--- config.mk ---
export PLATFORM = sky130hd
export DESIGN_NAME = weight_fetcher
export DESIGN_NICKNAME = d
export VERILOG_FILES = /design/src/rtl/tpu_pkg.sv /design/src/rtl/weight_fetcher.sv
export SDC_FILE = /design/constraint.sdc
export NUM_CORES = 1
export LEC_CHECK = 0
export CAP_MARGIN = 20
export CORE_AREA = 2 2 111 113
export DETAILED_ROUTE_END_ITERATION = 6
export DIE_AREA = 0 0 113 115
export PLACE_DENSITY = 0.76
export RECOVER_POWER = 25
export SYNTH_ARGS = -nofsm -noshare
export SYNTH_HDL_FRONTEND = slang
export SYNTH_SLANG_ARGS = --single-unit
export TNS_END_PERCENT = 20
--- constraint.sdc ---
create_clock -name clk -period 3.3 [get_ports clk]
set_input_delay 0.33 -clock clk [delete_from_list [all_inputs] [get_ports clk]]
set_output_delay 0.33 -clock clk [all_outputs]
set_load 0.005 [all_outputs]
--- src/rtl/tpu_pkg.sv ---
// Shared TPU types: byte and weight-buffer address widths plus fetcher state encoding.
package tpu_pkg;

    localparam int BYTE_WIDTH           = 8;
    localparam int WEIGHT_ADDRESS_WIDTH = 15;
    localparam int LENGTH_WIDTH         = 16;

    typedef logic [BYTE_WIDTH-1:0]           byte_type;
    typedef logic [WEIGHT_ADDRESS_WIDTH-1:0] weight_addr_type;

    typedef enum logic [1:0] {
        S_IDLE  = 2'd0,
        S_ISSUE = 2'd1,
        S_DRAIN = 2'd2
    } fetch_state_t;

    // Row address increment with wrap at the end of the tile buffer.
    function automatic weight_addr_type next_weight_addr(input weight_addr_type addr,
                                                          input int unsigned     tile_width);
        if (addr == weight_addr_type'(tile_width - 1))
            return '0;
        return addr + weight_addr_type'(1);
    endfunction

endpackage

--- src/rtl/weight_fetcher.sv ---
// Streams a run of weight rows from the tile buffer to the matrix unit, tracking
// the buffer's read pipeline with a valid/last tag shift register and honouring backpressure.
module weight_fetcher
    import tpu_pkg::*;
#(
    parameter int MATRIX_WIDTH = 14,
    parameter int TILE_WIDTH   = 32768,
    parameter int READ_LATENCY = 3
) (
    input  logic                           clk,
    input  logic                           rst,
    input  logic                           instr_valid,
    output logic                           instr_ready,
    input  weight_addr_type                instr_addr,
    input  logic [LENGTH_WIDTH-1:0]        instr_length,
    output weight_addr_type                buf_addr,
    output logic                           buf_en,
    output logic                           buf_enable,
    input  byte_type [MATRIX_WIDTH-1:0]    buf_read_data,
    output byte_type [MATRIX_WIDTH-1:0]    weight_data,
    output logic                           weight_valid,
    output logic                           weight_last,
    input  logic                           out_ready,
    output logic                           busy,
    output logic                           done
);

    fetch_state_t              r_state;
    fetch_state_t              w_state_next;
    weight_addr_type           r_addr;
    logic [LENGTH_WIDTH-1:0]   r_remaining;
    logic [READ_LATENCY-1:0]   r_tag_valid;
    logic [READ_LATENCY-1:0]   r_tag_last;
    logic                      r_done;

    logic w_stall;
    logic w_accept;
    logic w_accept_run;
    logic w_issue;
    logic w_last_issue;
    logic w_last_xfer;

    assign weight_valid = r_tag_valid[READ_LATENCY-1];
    assign weight_last  = r_tag_last[READ_LATENCY-1];
    assign weight_data  = buf_read_data;

    assign w_stall      = weight_valid & ~out_ready;
    assign w_accept     = instr_valid & (r_state == S_IDLE);
    assign w_accept_run = w_accept & (instr_length != '0);
    assign w_issue      = (r_state == S_ISSUE) & ~w_stall;
    assign w_last_issue = w_issue & (r_remaining == LENGTH_WIDTH'(1));
    assign w_last_xfer  = weight_valid & out_ready & weight_last;

    assign instr_ready = (r_state == S_IDLE);
    assign busy        = (r_state != S_IDLE);
    assign buf_en      = w_issue;
    assign buf_addr    = r_addr;
    // The buffer pipeline must not advance while reset is held, even though it sits outside this reset domain.
    assign buf_enable  = ~rst & ~w_stall;
    assign done        = r_done;

    always_comb begin
        // NOTE: default assignment first so every path drives w_state_next and no latch is inferred.
        w_state_next = r_state;
        case (r_state)
            S_IDLE:  if (w_accept_run) w_state_next = S_ISSUE;
            S_ISSUE: if (w_last_issue) w_state_next = S_DRAIN;
            S_DRAIN: if (w_last_xfer)  w_state_next = S_IDLE;
            default: w_state_next = S_IDLE;
        endcase
    end

    // NOTE: sequential state uses non-blocking assignments so all registers update from pre-edge values.
    always_ff @(posedge clk or posedge rst) begin
        if (rst) begin
            r_state     <= S_IDLE;
            r_addr      <= '0;
            r_remaining <= '0;
            r_tag_valid <= '0;
            r_tag_last  <= '0;
            r_done      <= 1'b0;
        end else begin
            r_state <= w_state_next;
            r_done  <= (w_accept & (instr_length == '0)) | w_last_xfer;

            if (w_accept_run) begin
                r_addr      <= instr_addr;
                r_remaining <= instr_length;
            end else if (w_issue) begin
                r_addr      <= next_weight_addr(r_addr, TILE_WIDTH);
                r_remaining <= r_remaining - LENGTH_WIDTH'(1);
            end

            // Tags move in lock-step with the buffer's own output pipeline.
            if (!w_stall) begin
                r_tag_valid <= (r_tag_valid << 1) | READ_LATENCY'(w_issue);
                r_tag_last  <= (r_tag_last  << 1) | READ_LATENCY'(w_last_issue);
            end
        end
    end

endmodule

# [Yosys cells after proc, flatten, opt, wreduce, memory -nomap -nowiden]
# Index checks and enable logic that the tools add are counted.
# W data, S select, Z words.
[word_totals] regBits=40 inputBits=147 out_inout_bits=134 elab_cells=49
[classes] n_addsub=2 eq_ne=7 mux=13 bitwise=15 n_reduce_logical=6
[op_table] op="$mux W15" count=4
[op_table] op="$mux W16" count=2
[op_table] op="$eq A16 B1 Y1 const B" count=1
[op_table] op="$logic_not A16 Y1" count=1
[op_table] op="$reduce_bool A16 Y1" count=1
[op_table] op="$sub A16 B1 Y16 const B" count=1
[op_table] op="$add A15 B1 Y15 const B" count=1
[op_table] op="$eq A15 B15 Y1 const B" count=1
[op_table] op="$and A1 B1 Y1" count=9
[op_table] op="$mux W2" count=3
[op_table] op="$or A3 B1 Y3" count=2
[op_table] op="$pmux W2 S3" count=1
[op_table] op="$ne A2 B2 Y1 const B" count=2
[op_table] op="$reduce_bool A2 Y1" count=2
[op_table] op="$mux W1" count=3
[op_table] op="$not A1 Y1" count=3
[op_table] op="$reduce_and A3 Y1" count=1
[op_table] op="$eq A2 B1 Y1 const B" count=1
[op_table] op="$eq A2 B2 Y1 const B" count=1
[op_table] op="$logic_not A2 Y1" count=1
[op_table] op="$ne A2 B1 Y1 const B" count=1
[op_table] op="$or A1 B1 Y1" count=1

# [Depth between registers and ports, before layout]
# Gate-level depths: netlist of the first run.
[logic_depth] ltp_word=9 mapped_depth=7 ltp_nobuf=6

# [Worst setup path after synthesis of the first run]
# No wires, ideal clock.
[synth_timing] path_type="register to register" startpoint="register r_remaining[7]" endpoint="register r_remaining[11]" setup_time_ns=0.130 t_arrival_ns=1.813 required_ns=3.170 path_slack_ns=1.357 stages_incl_launch_ff=6 path_buffers=0 synth_period_minus_slack_ns=1.943 cell_sequence="dfrtp_1 > or4_4 > or3_4 > or3_4 > nand3_2 > o211ai_2"
[synth_between] elab_chain_cells=3
[synth_rtl] item="from (decl)" line_no="weight_fetcher.sv:31" rtl="logic [LENGTH_WIDTH-1:0] r_remaining;"
[synth_rtl] item="from (signal assigned)" line_no="weight_fetcher.sv:88" rtl="r_remaining <= instr_length;"
[synth_rtl] item="from (signal assigned)" line_no="weight_fetcher.sv:91" rtl="r_remaining <= r_remaining - LENGTH_WIDTH'(1);"
[synth_rtl] item="$sub A16 B1 Y16" line_no="weight_fetcher.sv:91"
[synth_rtl] item="$mux W16" line_no="weight_fetcher.sv:89" rtl="end else if (w_issue) begin"
[synth_rtl] item="$mux W16" line_no="weight_fetcher.sv:86" rtl="if (w_accept_run) begin"
# Every way passes these cells. The select of a mux whose other input is x is not followed.
# A chain may end at the register's enable or synchronous reset.

# [Worst setup path in the final report of the first run]
[layout_timing] startpoint="input out_ready" endpoint="output buf_en"
[layout_between] elab_chain_cells=4
[layout_rtl] item="from (decl)" line_no="weight_fetcher.sv:23" rtl="input logic out_ready,"
[layout_rtl] item="$not A1 Y1" line_no="weight_fetcher.sv:47" rtl="assign w_stall = weight_valid & ~out_ready;"
[layout_rtl] item="$and A1 B1 Y1" line_no="weight_fetcher.sv:47"
[layout_rtl] item="$not A1 Y1" line_no="weight_fetcher.sv:50" rtl="assign w_issue = (r_state == S_ISSUE) & ~w_stall;"
[layout_rtl] item="$and A1 B1 Y1" line_no="weight_fetcher.sv:50"
[layout_rtl] item="to (decl)" line_no="weight_fetcher.sv:17" rtl="output logic buf_en,"
# Every way passes these cells.

==> results of run 1 <==
==> registers in the layout (all words and copies together) (netlist names) <==
name	flops
r_tag_last	3
buf_addr	15
r_tag_valid	3
r_state	2
r_remaining	16
done	1
==> cells by family (layout without fill, tap and decap cells) <==
kind of cell               count (synthesis)  after routing  synth area share
and+or+nand+nor                          132            132             0.234
buffers and inverters                    127             75             0.292
AOI/OAI and AO/OA                         54             54             0.110
DFF                                       40             40             0.326
xor gates and xnor gates                   9              9            0.0257
adders and majority gates                  3              3            0.0122
==> placed cells by master, fill, tap and decap left out, drive strengths merged <==
cell	instances
or4b	2
xnor2	6
nor3	10
bufinv	1
o22ai	1
and2b	1
buf	5
and2	1
ha	3
xor2	3
a31oi	7
o21ai	22
and4	1
a21o	1
nor2	23
a21oi	8
inv	7
a41oi	1
o311ai	1
nand2	42
o211ai	6
clkinvlp	1
nand3	13
nand4b	1
nand4	10
or4	1
dfrtp	40
a221oi	1
nor4	12
clkbuf	5
a221o	4
nor2b	5
nand3b	3
nand2b	3
clkdlybuf4s50	56
o21a	2
or3	4
==> critical path: stages <==
cell             delay (ps)
clkdlybuf4s50_1         500
nand2b_1                280
nand2_1                 240
inv_2                   220
clkdlybuf4s50_1         560
==> power by group through the flow <==
stage	registers (W)	clock network, W	logic, W
2_1_floorplan	0.000909	0	0.000723
3_3_place_gp	0.000955	0	0.00102
3_5_place_dp	0.000968	0	0.00105
4_1_cts	0.000963	0.000578	0.00106
5_1_grt	0.00101	0.000604	0.00117
6_report	0.000967	0.000563	0.00105
==> through the flow <==
stage	power (W)	instances	area, um2	hold slack, ps	utilization
after global placement	0.00198	452	2980	441	0.252
after CTS	0.00260	460	3150	470	0.267
final	0.00258	460	3150	466	0.267
after floorplan	0.00163	365	3070	430	-
after global routing	0.00278	460	3150	501	0.267
after detailed placement	0.00202	452	2980	455	0.252
==> routing by layer <==
metal	global-route usage	vias up	wire, um
li1	-	1044	-
met1	0.144	1088	3140
met2	0.176	177	3450
met3	0.0464	10	752
met4	0.0301	0	44
met5	0	-	0
==> how the worst max path moves through the flow <==
stage	startpoint	end	slack, ps
CTS	out_ready	buf_en	820
global placement	instr_length[11]	buf_addr[10]$_DFFE_PP0P_	780
detailed placement	instr_length[11]	buf_addr[10]$_DFFE_PP0P_	790
floorplan	r_remaining[7]$_DFFE_PP0P_	r_remaining[11]$_DFFE_PP0P_	1360
global route	out_ready	buf_en	750
finish	out_ready	buf_en	830
==> area by class of cell <==
| class | count | area share |
|---|---|---|
| timing repair buffer | 61 | 0.190 |
| clock buffer | 5 | 0.0397 |
| tap | 147 | 0.0583 |
| multi-input combinational | 198 | 0.373 |
| clock inverter | 3 | 0.0147 |
| inverter | 6 | 0.00714 |
| sequential | 40 | 0.317 |
==> flow_summary.ini, run 1 <==
[global_routing]
grt_pass1_vias = 2148
grt_pass1_wl_um = 11500
antenna_found_initial = 0
overflow = 0
grt.total_usage = 0.113
grt_max_degree = 41

[synthesis]
async_reset_ff_frac = 1.00
ys_top_cells_by_area = dfrtp_1 (33%), buf_4 (27%), nand2_1 (5.1%), o21ai_1 (3.1%), nor2_1 (2.8%)
yosysTopAreaCellShare = 0.326
synth-main-ff-cell = dfrtp_1
synth_top_area_cell = dfrtp_1
syn_nets = 515
yosysMostFrequentCell = buf_4
syn_area_um2 = 3070
synthCells = 365
yosys_warnings = 0
ys_seq_area_frac = 0.326
synthTopCellsByCount = buf_4 (112), nand2_1 (42), dfrtp_1 (40), nor2_1 (23), o21ai_1 (19)
synth_edf_count = 0
synth.distinct_cells = 43
synth_seq_cells = 40
synth_area_per_cell_um2 = 8.42

[worst_hold_path]
whs_path_depth = 1
min_from = r_tag_valid[1]$_DFFE_PP0N_
min_to = r_tag_valid[2]$_DFFE_PP0N_
hold_path.class = flip-flop to flip-flop

[cts]
numCtsBuffers = 5
cts_sinks = 40
cts_resized = 0
postCtsHoldBufs = 0
cts_setup_buffers = 0
clock_path_buffers = 2
clk_latency_ps = 290
clk_pin_slew_ps = 60
h-tree-depth = 2
cts_root_buffer = clkbuf_16
cts_tree = yes

[pwr]
pwr-share-seq = 0.375
p_leak_nw = 1.22
vdd_ir_drop_max_mv = 0.248
power.density_nw_per_um2 = 818
p_int_w = 0.00158
switchingPower_w = 0.00100
combPwrFrac = 0.407
clkPwrFrac = 0.218
swShare = 0.388

[finish]
area_growth_pct = 2.61
nets = 462
antennaDiodeCount = 0
multi_input_area_um2 = 1180
regArea_um2 = 1000
final_layout_size_suffix_gt1_frac = 0.0767
fillCellCount = 1279

[setup_path]
cp-end-kind = primary output
rr_worst_depth = 6
ff2ff_setup_slack_ps = 1090
required_ps = 2970
cp_max_fo = 9
worstReg2RegEnd = r_remaining[14]$_DFFE_PP0P_
worstPathArrival_ps = 2140
rr_startpoint = r_state[1]$_DFFE_PP0P_
path_class = input pin to primary output
start_kind = input pin

[drt]
first_pass_iters = 6
wl_per_cell_um = 16.0
drt-initial-drc-count = 184
ant_nets = 0
vias = 2319
drt-total-wl_um = 7380
viasPerCell = 5.04
drc = 20

[sta]
hold_viol = 0
slew_violations = 0
min_period_ps = 2470
clock_skew_ps = 7.07
max_slew.worst_pin.slew_ps = 805
fin_crit_sh = 0.748
relSlewSlack = 0.461
finalSetupTns_ps = 0
setup_ws_ps = 830
setup_viol = 0
max_freq_ghz = 0.405
rsz0062_at_grt = no

[run]
drv_cap = 0

[floorplanning]
die_h_um = 115
rows = 40
pin_count = 281
die_w_um = 113
start_util = 0.260
coreArea_um2 = 11800
die_area_um2 = 13000

[run_status]
outcome = finished with violations
violations = design-rule violations

[placed_design]
gp_congestion = 0.867
dp_slack_ps = 788
portBuffers = 56
dp_hpwl_um = 5650
Note: power is estimated with default switching activity, not from simulation.
==> run 2: changes to the inputs <==
--- a/config.mk
+++ b/config.mk
@@ -6,10 +6,10 @@
 export NUM_CORES = 1
 export LEC_CHECK = 0
 export CAP_MARGIN = 20
-export CORE_AREA = 2 2 111 113
+export CORE_AREA = 2 2 107 109
 export DETAILED_ROUTE_END_ITERATION = 6
-export DIE_AREA = 0 0 113 115
-export PLACE_DENSITY = 0.76
+export DIE_AREA = 0 0 109 111
+export PLACE_DENSITY = 0.81
 export RECOVER_POWER = 25
 export SYNTH_ARGS = -nofsm -noshare
 export SYNTH_HDL_FRONTEND = slang
==> constraint.sdc (replaced) <==
create_clock -name clk -period 2.47 [get_ports clk]
set_input_delay 0.247 -clock clk [delete_from_list [all_inputs] [get_ports clk]]
set_output_delay 0.247 -clock clk [all_outputs]
set_load 0.005 [all_outputs]
==> run 2 against run 1 <==
- the flow now finishes without violations
- total power increased by 36%
- largest power group unchanged
- register-to-register slack worse by 680 ps
- highest routed layer unchanged
- clock skew increased by 1.3 ps
- global-route usage grew 0.96 points
- via count shrank 0.65%
- critical path type unchanged
- routed wire length shrank 0.62%
- sequential power is 32% higher
==> flow_summary.ini, run 2 (synthesized netlist as in run 1, its figures left out) <==
[run_status]
outcome = finished, final reports clean

[global_routing]
grt_pass1_vias = 2328
grt_max_degree = 41
overflow = 0
grt_pass1_wl_um = 11700
antenna_found_initial = 0
grt.total_usage = 0.122

[finish]
final_cell_area_um2 = 3220
nets = 469
area_growth_pct = 4.93
layout_commonest_cell = clkdlybuf4s50_1
antennaDiodeCount = 0
largest_reg_flops = 16
largest_register = r_remaining
final_layout_size_suffix_gt1_frac = 0.0969
mostFrequentLayoutCells = clkdlybuf4s50_1 (56), nand2_1 (42), dfrtp_1 (40)
fillCellCount = 1152

[drt]
drt-total-wl_um = 7330
wl_per_cell_um = 15.8
drt-initial-drc-count = 221
drc = 0
viasPerCell = 4.98
ant_nets = 0
vias = 2304
first_pass_iters = 4

[sta]
min_period_ps = 2120
relSlewSlack = 0.515
hold_viol = 0
rsz0062_at_grt = no
clock_skew_ps = 8.39
finalSetupTns_ps = 0
slew_violations = 0
fin_crit_sh = 0.858
max_slew.worst_pin.slew_ps = 724
setup_viol = 0
setup_ws_ps = 351
max_freq_ghz = 0.472

[placed_design]
portBuffers = 56
place_area_um2 = 3040
dp_slack_ps = 253
dp_hpwl_um = 5660
gp_congestion = 0.857

[pwr]
p_leak_nw = 1.27
vdd_ir_drop_max_mv = 0.310
power.density_nw_per_um2 = 1090

[cts]
cts_sinks = 40
numCtsBuffers = 5
cts_tree = yes
clk_latency_ps = 280
clock_path_buffers = 2
h-tree-depth = 2
clk_pin_slew_ps = 60
cts_setup_buffers = 0
cts_resized = 0
cts_root_buffer = clkbuf_16
postCtsHoldBufs = 0

[setup_path]
max_stage_delay_ps = 530
cp_max_fo = 9
required_ps = 2220
worstReg2RegEnd = r_state[0]$_DFFE_PP0P_
path_cells = clkdlybuf4s50_1 -> nand2b_1 -> nand2_1 -> inv_2 -> clkdlybuf4s50_1
cp_common_cell = clkdlybuf4s50_1
cp-startpoint = out_ready
start_kind = input pin
rr_worst_depth = 5
crit_family = buffers and inverters
path_class = input pin to primary output
rr_startpoint = r_remaining[4]$_DFFE_PP0P_
worstPathArrival_ps = 1870
cpMaxStageDelayCell = clkdlybuf4s50_1
cp-end-kind = primary output
path_buf_inv = 3
ff2ff_setup_slack_ps = 410

[run]
drv_cap = 0

[worst_hold_path]
hold_path.class = input pin to async pin

[floorplanning]
die_h_um = 111
die_w_um = 109
pin_count = 281
coreArea_um2 = 11100
start_util = 0.277
die_area_um2 = 12100
rows = 39
[run 2: cell types whose count changed in the layout (fill, tap and decap cells not counted), sizes merged]
cell	previous run	this run
buf	5	12
clkbuf	5	7
clkinvlp	1	0
inv	7	6
[run 2: stage by stage]
step                      power, W  cells  hold slack [ps]   util
after floorplan            0.00218    365              367      -
after global placement     0.00267    455              442  0.275
after detailed placement   0.00273    455              457  0.275
after CTS                  0.00353    463              461  0.291
after global routing       0.00375    463              484  0.291
final                      0.00350    463              426  0.291
[run 2: layout make-up]
class	count	area, um2	share of cell area
multi-input combinational	198	1180	0.365
clock inverter	1	30.0	0.00931
timing repair buffer	68	663	0.206
clock buffer	7	153	0.0473
inverter	6	22.5	0.00698
tap	143	179	0.0555
sequential	40	1000	0.310
[run 2: worst register-to-register path: stages (launching register included)]
cell,delay [ps]
dfrtp_1,450
or4_4,550
nand3b_4,190
or4b_4,550
o21ai_1,130
nand2_1,60
[run 2: where the power goes]
group / switching [W] / leakage (nW) / internal (W)
Sequential: 0.000355 / 0.489 / 0.000929
Clock: 0.000249 / 0.0901 / 0.000532
Combinational: 0.000695 / 0.693 / 0.000744
[run 2: worst max-delay path by stage]
stage	end	slack (ps)	depth (start not counted)
floorplan	r_remaining[11]$_DFFE_PP0P_	530	5
global placement	buf_addr[3]$_DFFE_PP0P_	270	7
detailed placement	buf_addr[3]$_DFFE_PP0P_	250	7
CTS	buf_en	360	5
global route	buf_en	260	5
finish	buf_en	350	5
[run 2: layer usage]
layer,up-vias,wire length [um],global-route usage
li1,1056,-,-
met1,1067,3140,0.151
met2,123,3030,0.174
met3,58,753,0.0476
met4,0,407,0.0786
met5,-,0,0
